**src/rtl/aes_v2_pkg.sv**
```systemverilog
// aes_v2_pkg: shared definitions for the AES word unit.
//   - aes_op_e    : operation encodings carried on the op port
//   - aes_state_e : controller state encodings (also exported for debug)
//   - xtime / gf_mul / gf_inv : GF(2^8) arithmetic modulo x^8+x^4+x^3+x+1
package aes_v2_pkg;

  typedef enum logic [1:0] {
    AES_OP_SUB    = 2'b00,
    AES_OP_MIX    = 2'b01,
    AES_OP_SUBMIX = 2'b10,
    AES_OP_ILL    = 2'b11
  } aes_op_e;

  typedef enum logic [1:0] {
    ST_IDLE = 2'd0,
    ST_SUB  = 2'd1,
    ST_MIX  = 2'd2,
    ST_DONE = 2'd3
  } aes_state_e;

  // Multiply by x (i.e. by 0x02) in GF(2^8).
  function automatic logic [7:0] xtime(input logic [7:0] a);
    return {a[6:0], 1'b0} ^ (a[7] ? 8'h1b : 8'h00);
  endfunction

  // Shift-and-add multiply; with a constant operand this folds to a few XORs.
  function automatic logic [7:0] gf_mul(input logic [7:0] a, input logic [7:0] b);
    logic [7:0] acc;
    logic [7:0] p;
    acc = 8'h00;
    p   = a;
    for (int i = 0; i < 8; i++) begin
      if (b[i]) acc = acc ^ p;
      p = xtime(p);
    end
    return acc;
  endfunction

  // Multiplicative inverse as a^254 (maps 0 to 0, as the S-box requires).
  function automatic logic [7:0] gf_inv(input logic [7:0] a);
    logic [7:0] r;
    logic [7:0] p;
    logic [7:0] e;
    r = 8'h01;
    p = a;
    e = 8'hfe;
    for (int i = 0; i < 8; i++) begin
      if (e[i]) r = gf_mul(r, p);
      p = gf_mul(p, p);
    end
    return r;
  endfunction

endpackage

```
**src/rtl/aes_v2_if.sv**
```systemverilog
// aes_v2_if: request/response bundle between the CPU AES datapath (master)
// and the aes_v2 unit (slave).
//   valid, op, dec, rs1 : master -> slave request
//   ready, rd, err      : slave -> master response
//
// Handshake: the master raises valid with op/dec/rs1 and holds all of them
// stable while valid && !ready. The slave answers with a single-cycle ready
// pulse; rd and err are meaningful only in that cycle (both are 0 otherwise).
// Dropping valid before ready abandons the request and no ready follows.
// valid still high in the cycle after ready starts a new request.
interface aes_v2_if;
  logic        valid;
  logic [1:0]  op;
  logic        dec;
  logic [31:0] rs1;
  logic        ready;
  logic [31:0] rd;
  logic        err;

  modport master (output valid, op, dec, rs1, input  ready, rd, err);
  modport slave  (input  valid, op, dec, rs1, output ready, rd, err);
endinterface

```
**src/rtl/aes_mix_word.sv**
```systemverilog
// aes_mix_word: combinational MixColumns / InvMixColumns on one 32-bit column.
//   col_in  : input column, byte i = col_in[8i+7:8i]
//   dec     : 0 = MixColumns, 1 = InvMixColumns
//   col_out : transformed column
// Written as a pure function of its inputs so it can also serve as a golden
// reference model.
module aes_mix_word
  import aes_v2_pkg::*;
(
  input  logic [31:0] col_in,
  input  logic        dec,
  output logic [31:0] col_out
);

  logic [3:0][7:0] b;
  logic [3:0][7:0] o;
  logic [7:0]      b0, b1, b2, b3;
  logic [7:0]      fwd, inv;

  assign b       = col_in;
  assign col_out = o;

  always_comb begin
    o   = '0;
    b0  = 8'h00;
    b1  = 8'h00;
    b2  = 8'h00;
    b3  = 8'h00;
    fwd = 8'h00;
    inv = 8'h00;
    for (int i = 0; i < 4; i++) begin
      b0  = b[2'(i)];
      b1  = b[2'(i + 1)];
      b2  = b[2'(i + 2)];
      b3  = b[2'(i + 3)];
      fwd = xtime(b0) ^ xtime(b1) ^ b1 ^ b2 ^ b3;
      inv = gf_mul(b0, 8'h0e) ^ gf_mul(b1, 8'h0b) ^ gf_mul(b2, 8'h0d) ^ gf_mul(b3, 8'h09);
      o[2'(i)] = dec ? inv : fwd;
    end
  end

endmodule

```
**src/rtl/aes_sbox.sv**
```systemverilog
// aes_sbox: combinational AES S-box / inverse S-box for one byte.
//   in_byte  : input byte
//   dec      : 0 = SubBytes, 1 = InvSubBytes
//   out_byte : substituted byte
// A single GF(2^8) inverter is shared by both directions; the affine
// transform is applied after it (forward) or its inverse before it (inverse).
// Tying dec to 0 lets synthesis strip the inverse path.
module aes_sbox
  import aes_v2_pkg::*;
(
  input  logic [7:0] in_byte,
  input  logic       dec,
  output logic [7:0] out_byte
);

  function automatic logic [7:0] rotl(input logic [7:0] b, input logic [2:0] n);
    return (b << n) | (b >> (8 - n));
  endfunction

  function automatic logic [7:0] affine(input logic [7:0] b);
    return b ^ rotl(b, 3'd1) ^ rotl(b, 3'd2) ^ rotl(b, 3'd3) ^ rotl(b, 3'd4) ^ 8'h63;
  endfunction

  function automatic logic [7:0] inv_affine(input logic [7:0] s);
    return rotl(s, 3'd1) ^ rotl(s, 3'd3) ^ rotl(s, 3'd6) ^ 8'h05;
  endfunction

  logic [7:0] inv_in;
  logic [7:0] inv_out;

  assign inv_in   = dec ? inv_affine(in_byte) : in_byte;
  assign inv_out  = gf_inv(inv_in);
  assign out_byte = dec ? inv_out : affine(inv_out);

endmodule

```
**src/rtl/aes_v2.sv**
```systemverilog
// aes_v2: multi-cycle AES column unit for the CPU AES instruction datapath.
// Performs SubBytes, MixColumns or fused SubBytes+MixColumns (forward or
// inverse) on the 32-bit column in rs1.
//   g_clk     : clock
//   g_reset   : synchronous active-high reset
//   bus       : aes_v2_if slave (valid/op/dec/rs1 in, ready/rd/err out)
//   dbg_state : current controller state
// Parameters:
//   SBOX_LANES : S-boxes instantiated (1, 2 or 4); bytes substituted per cycle
//   DEC_EN     : 1 builds inverse support; 0 treats dec as 0
//
// Latency to the ready cycle (cycle 0 = valid first sampled in IDLE):
//   SUB = 4/SBOX_LANES, MIX = 1, SUBMIX = 4/SBOX_LANES + 1, illegal = 1.
// The first byte group and a standalone MIX are both resolved in the accept
// cycle itself; the MIX state is only the second phase of SUBMIX.
module aes_v2
  import aes_v2_pkg::*;
#(
  parameter int SBOX_LANES = 4,
  parameter bit DEC_EN     = 1'b1
) (
  input  logic       g_clk,
  input  logic       g_reset,
  aes_v2_if.slave    bus,
  output aes_state_e dbg_state
);

  localparam int         K        = 4 / SBOX_LANES;
  localparam logic [1:0] CNT_LAST = 2'(K - 1);

  aes_state_e      state_q, state_d;
  logic [1:0]      cnt_q, cnt_d;
  logic [3:0][7:0] part_q, part_d;
  logic [31:0]     res_q, res_d;
  logic            err_q, err_d;

  aes_op_e         op_in;
  logic            dec_eff;
  logic [3:0][7:0] col_in;
  logic [1:0]      grp;
  logic            last_grp;
  logic            sub_active;
  logic [31:0]     mix_src;
  logic [31:0]     mix_out;

  logic [7:0]      lane_in  [SBOX_LANES];
  logic [7:0]      lane_out [SBOX_LANES];
  logic [1:0]      lane_idx [SBOX_LANES];

  assign op_in   = aes_op_e'(bus.op);
  assign dec_eff = DEC_EN && bus.dec;
  assign col_in  = bus.rs1;

  // The byte group being substituted: group 0 in the accept cycle, then cnt.
  assign grp      = (state_q == ST_SUB) ? cnt_q : 2'd0;
  assign last_grp = (grp == CNT_LAST);

  // Lanes only see real data while a substitution is in progress; otherwise
  // their inputs are held at 0 to limit switching and data-dependent leakage.
  assign sub_active = bus.valid &&
                      (((state_q == ST_IDLE) &&
                        ((op_in == AES_OP_SUB) || (op_in == AES_OP_SUBMIX))) ||
                       (state_q == ST_SUB));

  for (genvar j = 0; j < SBOX_LANES; j++) begin : g_lane
    assign lane_idx[j] = 2'(int'(grp) * SBOX_LANES + j);
    assign lane_in[j]  = sub_active ? col_in[lane_idx[j]] : 8'h00;

    aes_sbox u_sbox (
      .in_byte  (lane_in[j]),
      .dec      (dec_eff),
      .out_byte (lane_out[j])
    );
  end

  // Standalone MIX works on rs1; the SUBMIX second phase on the partials.
  assign mix_src = (state_q == ST_MIX) ? part_q : bus.rs1;

  aes_mix_word u_mix (
    .col_in  (mix_src),
    .dec     (dec_eff),
    .col_out (mix_out)
  );

  always_comb begin
    state_d = state_q;
    cnt_d   = cnt_q;
    part_d  = part_q;
    res_d   = res_q;
    err_d   = err_q;

    if (sub_active) begin
      for (int j = 0; j < SBOX_LANES; j++) begin
        part_d[lane_idx[j]] = lane_out[j];
      end
    end

    case (state_q)
      ST_IDLE: begin
        err_d = 1'b0;
        cnt_d = 2'd0;
        if (bus.valid) begin
          case (op_in)
            AES_OP_SUB, AES_OP_SUBMIX: begin
              if (!last_grp) begin
                cnt_d   = 2'd1;
                state_d = ST_SUB;
              end else if (op_in == AES_OP_SUB) begin
                res_d   = part_d;
                state_d = ST_DONE;
              end else begin
                state_d = ST_MIX;
              end
            end
            AES_OP_MIX: begin
              res_d   = mix_out;
              state_d = ST_DONE;
            end
            default: begin
              res_d   = 32'h0;
              err_d   = 1'b1;
              state_d = ST_DONE;
            end
          endcase
        end
      end

      ST_SUB: begin
        if (!bus.valid) begin
          state_d = ST_IDLE;
          cnt_d   = 2'd0;
          part_d  = '0;
        end else if (last_grp) begin
          cnt_d = 2'd0;
          if (op_in == AES_OP_SUBMIX) begin
            state_d = ST_MIX;
          end else begin
            res_d   = part_d;
            state_d = ST_DONE;
          end
        end else begin
          cnt_d = cnt_q + 2'd1;
        end
      end

      ST_MIX: begin
        cnt_d = 2'd0;
        if (!bus.valid) begin
          state_d = ST_IDLE;
          part_d  = '0;
        end else begin
          res_d   = mix_out;
          state_d = ST_DONE;
        end
      end

      ST_DONE: begin
        // Always return through IDLE so ready pulses are never adjacent.
        state_d = ST_IDLE;
        cnt_d   = 2'd0;
        part_d  = '0;
      end

      default: begin
        state_d = ST_IDLE;
        cnt_d   = 2'd0;
        part_d  = '0;
        res_d   = 32'h0;
        err_d   = 1'b0;
      end
    endcase
  end

  always_ff @(posedge g_clk) begin
    if (g_reset) begin
      state_q <= ST_IDLE;
      cnt_q   <= 2'd0;
      part_q  <= '0;
      res_q   <= 32'h0;
      err_q   <= 1'b0;
    end else begin
      state_q <= state_d;
      cnt_q   <= cnt_d;
      part_q  <= part_d;
      res_q   <= res_d;
      err_q   <= err_d;
    end
  end

  assign bus.ready = (state_q == ST_DONE);
  assign bus.rd    = bus.ready ? res_q : 32'h0;
  assign bus.err   = bus.ready && err_q;
  assign dbg_state = state_q;

endmodule

```
**src/flat_wrapper.sv**
```systemverilog
// flat-port wrapper written by rule: the top's interface ports become plain ports
module aes_v2_flat import aes_v2_pkg::*;
#(
  parameter int SBOX_LANES = 4,
  parameter bit DEC_EN     = 1'b1
)
  (g_clk, g_reset, dbg_state, bus_valid, bus_op, bus_dec, bus_rs1, bus_ready, bus_rd, bus_err);
  aes_v2_if bus_i ();
  input  logic g_clk;
  input  logic g_reset;
  output aes_state_e dbg_state;
  input wire logic [$bits(bus_i.valid)-1:0] bus_valid;
  input wire logic [$bits(bus_i.op)-1:0] bus_op;
  input wire logic [$bits(bus_i.dec)-1:0] bus_dec;
  input wire logic [$bits(bus_i.rs1)-1:0] bus_rs1;
  output wire logic [$bits(bus_i.ready)-1:0] bus_ready;
  output wire logic [$bits(bus_i.rd)-1:0] bus_rd;
  output wire logic [$bits(bus_i.err)-1:0] bus_err;
  assign bus_i.valid = bus_valid;
  assign bus_i.op = bus_op;
  assign bus_i.dec = bus_dec;
  assign bus_i.rs1 = bus_rs1;
  assign bus_ready = bus_i.ready;
  assign bus_rd = bus_i.rd;
  assign bus_err = bus_i.err;
  aes_v2 #(.SBOX_LANES(SBOX_LANES), .DEC_EN(DEC_EN)) u_core (.g_clk(g_clk), .g_reset(g_reset), .bus(bus_i), .dbg_state(dbg_state));
endmodule
```
**config.mk**
```make
export PLATFORM = sky130hd
export DESIGN_NAME = aes_v2_flat
export DESIGN_NICKNAME = d
export VERILOG_FILES = /design/src/rtl/aes_v2_pkg.sv /design/src/rtl/aes_v2_if.sv /design/src/rtl/aes_mix_word.sv /design/src/rtl/aes_sbox.sv /design/src/rtl/aes_v2.sv /design/src/flat_wrapper.sv
export SDC_FILE = /design/constraint.sdc
export NUM_CORES = 2
export LEC_CHECK = 0
export BUFFER_PORTS_ARGS = -buffer_cell sky130_fd_sc_hd__buf_2
export CORE_ASPECT_RATIO = 1.2
export CORE_MARGIN = 10
export CORE_UTILIZATION = 30
export CTS_CLUSTER_DIAMETER = 200
export DETAILED_ROUTE_END_ITERATION = 10
export PLACE_DENSITY_LB_ADDON = 0.15
export SETUP_SLACK_MARGIN = 0.2
export SLEW_MARGIN = 15
export SYNTH_ARGS = -nofsm -noshare
export SYNTH_HDL_FRONTEND = slang
export SYNTH_HIERARCHICAL = 1
export SYNTH_SLANG_ARGS = --single-unit
```
**constraint.sdc**
```tcl
create_clock -name g_clk -period 34.4 [get_ports g_clk]
set_input_delay 10.32 -clock g_clk [delete_from_list [all_inputs] [get_ports g_clk]]
set_output_delay 10.32 -clock g_clk [all_outputs]
set_load 0.03 [all_outputs]
```
==> impl_results.md <==
* CTS tree: built
* Longest Clk Path Bufs at 2
* PostCTS Resize Cnt at 0
* PortBufs at 73
* Mapped Cells at 9118
* Crit path required time at roughly 35 ns
* RSZ-0062 raised after global routing: no
* Die Y at ~550 um
* Post-route ant nets at 0
* Peak Freq at approximately 31 MHz
* Worst-margin pin slew at 1.24 ns
* Inst Count DP at ~12k
* Crit path max-delay cell type: xnor3_1
* Clk sinks at around 70
* CP arrival at 32.29 ns
* WL final at 236000 um
* Fill cells at between 20k and 25k
* Worst Hold Depth at 2
* Postcts setup bufs at 0
* DRC viols at 0
* Final Instance Area at 73900 sq um
* Row count at around 190
* Hold_ws at roughly 0.46 ns
* Fin Setup TNS at 0 ns
* Final Cycle Share at 93.3%
* Placer Congestion at between 0.8 and 0.9
* Final Hold Viols at 0
* CP Launch Type: input pin
* Warnings from Yosys at 6
* CTS buffer count at 9
* Max-Cap Viols at 0
* Vias at roughly 65k
* Worst-path clk slew at ~0.060 ns
* Dpl cell area at 73600 sq um
* Initial Utilization at a little under a third
* Dpl hpwl at 174000 um
* Slew headroom at between 10% and 20%
* CTS Hold Bufs at 0
* Die area at around 250000 sq um
* Critical path type: input pin to flip-flop
* GR Overflow Total at 0
* Synth-to-Final Area Change at 5.62%
* Crit-path most repeated cell: xnor2_1
* Total track usage at between 15 and 20%
* Count of final setup violators at 0
* Core area at 233000 sq um
* Average via count per standard cell at between 5 and 6
* Die width at between 400 and 500 um
* H-tree depth at 3
* Max incr delay on CP at 0.87 ns
* DRT Pass-1 Iters at 8
* Status: finished, final reports clean
* Initial antenna violation count at 6
* Share of layout cells above drive strength 1 at 11.5%
* R2R cell count at 67
* Area of the multi-input gates at 65300 sq um
* Worst-skew pair later-pin latency at between 0.3 and 0.4 ns
* Reg2Reg Setup Slack at 11.62 ns
* First-pass GRT wire length at 374000 um
* Post-route minimum period at between 30 and 40 ns
* Vias in the first global route at roughly 63k
* Initial DRC count at approximately 4.7k
* Final nets at between 8k and 9k
* CP Capture Type: flip-flop
* Wirelength per Cell at between 15 and 20 um
* Sequential cell area at around 1400 sq um
* Largest net degree at the start of global routing at 69
* Worst hold path type: flip-flop to flip-flop
* Maximum net fanout on the critical path at 38
* Final-report max-slew violation count at 0
* Root Buffer: clkbuf_16
* Post-Syn Area at 70000 sq um
* I/O pin total at 74
* Clock Skews at approximately 0.0092 ns
* Final non-filler cell total at around 12k
* Mean Syn Cell Area at 7.67 sq um
## final timing paths
check | startpoint | to
hold reg to reg | u_core/res_q[27]$_SDFFE_PP0P_ | u_core/res_q[27]$_SDFFE_PP0P_
setup / recovery | bus_op[0] | u_core/res_q[15]$_SDFFE_PP0P_
setup reg to reg | u_core/dbg_state[1]$_SDFFE_PP0P_ | u_core/res_q[15]$_SDFFE_PP0P_
hold / removal | u_core/res_q[27]$_SDFFE_PP0P_ | u_core/res_q[27]$_SDFFE_PP0P_
## per-stage QoR
step	util (%)	worst slack (ns)
2_1_floorplan	-	6.25
3_3_place_gp	31.6	2.19
3_5_place_dp	31.6	1.95
4_1_cts	31.8	2.26
5_1_grt	31.8	0.654
6_report	31.8	2.30
## worst max-delay path: cells and delay by family
family | cells | cell delay, ns
xor gates and xnor gates | 28 | 10.53
buffers and inverters | 7 | 1.95
and+or+nand+nor | 12 | 3.15
AOI/OAI and AO/OA | 13 | 3.76
muxes | 3 | 0.67
adders and majority gates | 4 | 1.79
## layout by cell type (no fill, tap or decap), types with 88 or more instances in the layout
cell type	instances
xnor2_1	1297
nor2_1	1169
nand2_1	918
a21oi_1	508
xor2_1	468
xnor3_1	300
buf_4	281
o21ai_0	278
mux2i_1	272
nor3_1	236
xnor2_2	189
nand3_1	184
and2_1	173
inv_1	140
o22ai_1	120
xor3_1	100
and3_1	88
a31oi_1	88
## registers in the layout, summed over array words and instances, names as in the netlist
| register | cells |
|---|---|
| u_core/err_q | 1 |
| u_core/part_q | 32 |
| u_core/cnt_q | 2 |
| u_core/res_q | 32 |
| u_core/dbg_state | 2 |
## layout make-up
class	instances	area share, %
tap	3038	5.14
clock buffer	10	0.310
clock inverter	6	0.119
multi-input combinational	8235	88.4
antenna	2	0.00677
sequential	69	1.87
timing repair buffer	354	3.36
inverter	156	0.792
## metal layers
metal | vias to the layer above | track usage [%] | part of all wire (%)
met5 | - | 0 | 0.0055
met4 | 2 | 3.94 | 2.3
met3 | 258 | 0.686 | 3.0
met2 | 1483 | 31.9 | 50
met1 | 31600 | 23.3 | 45
li1 | 31500 | - | -
Power is not shown: default switching activity piles up to over one toggle a cycle in this logic, so the estimate is an artifact.
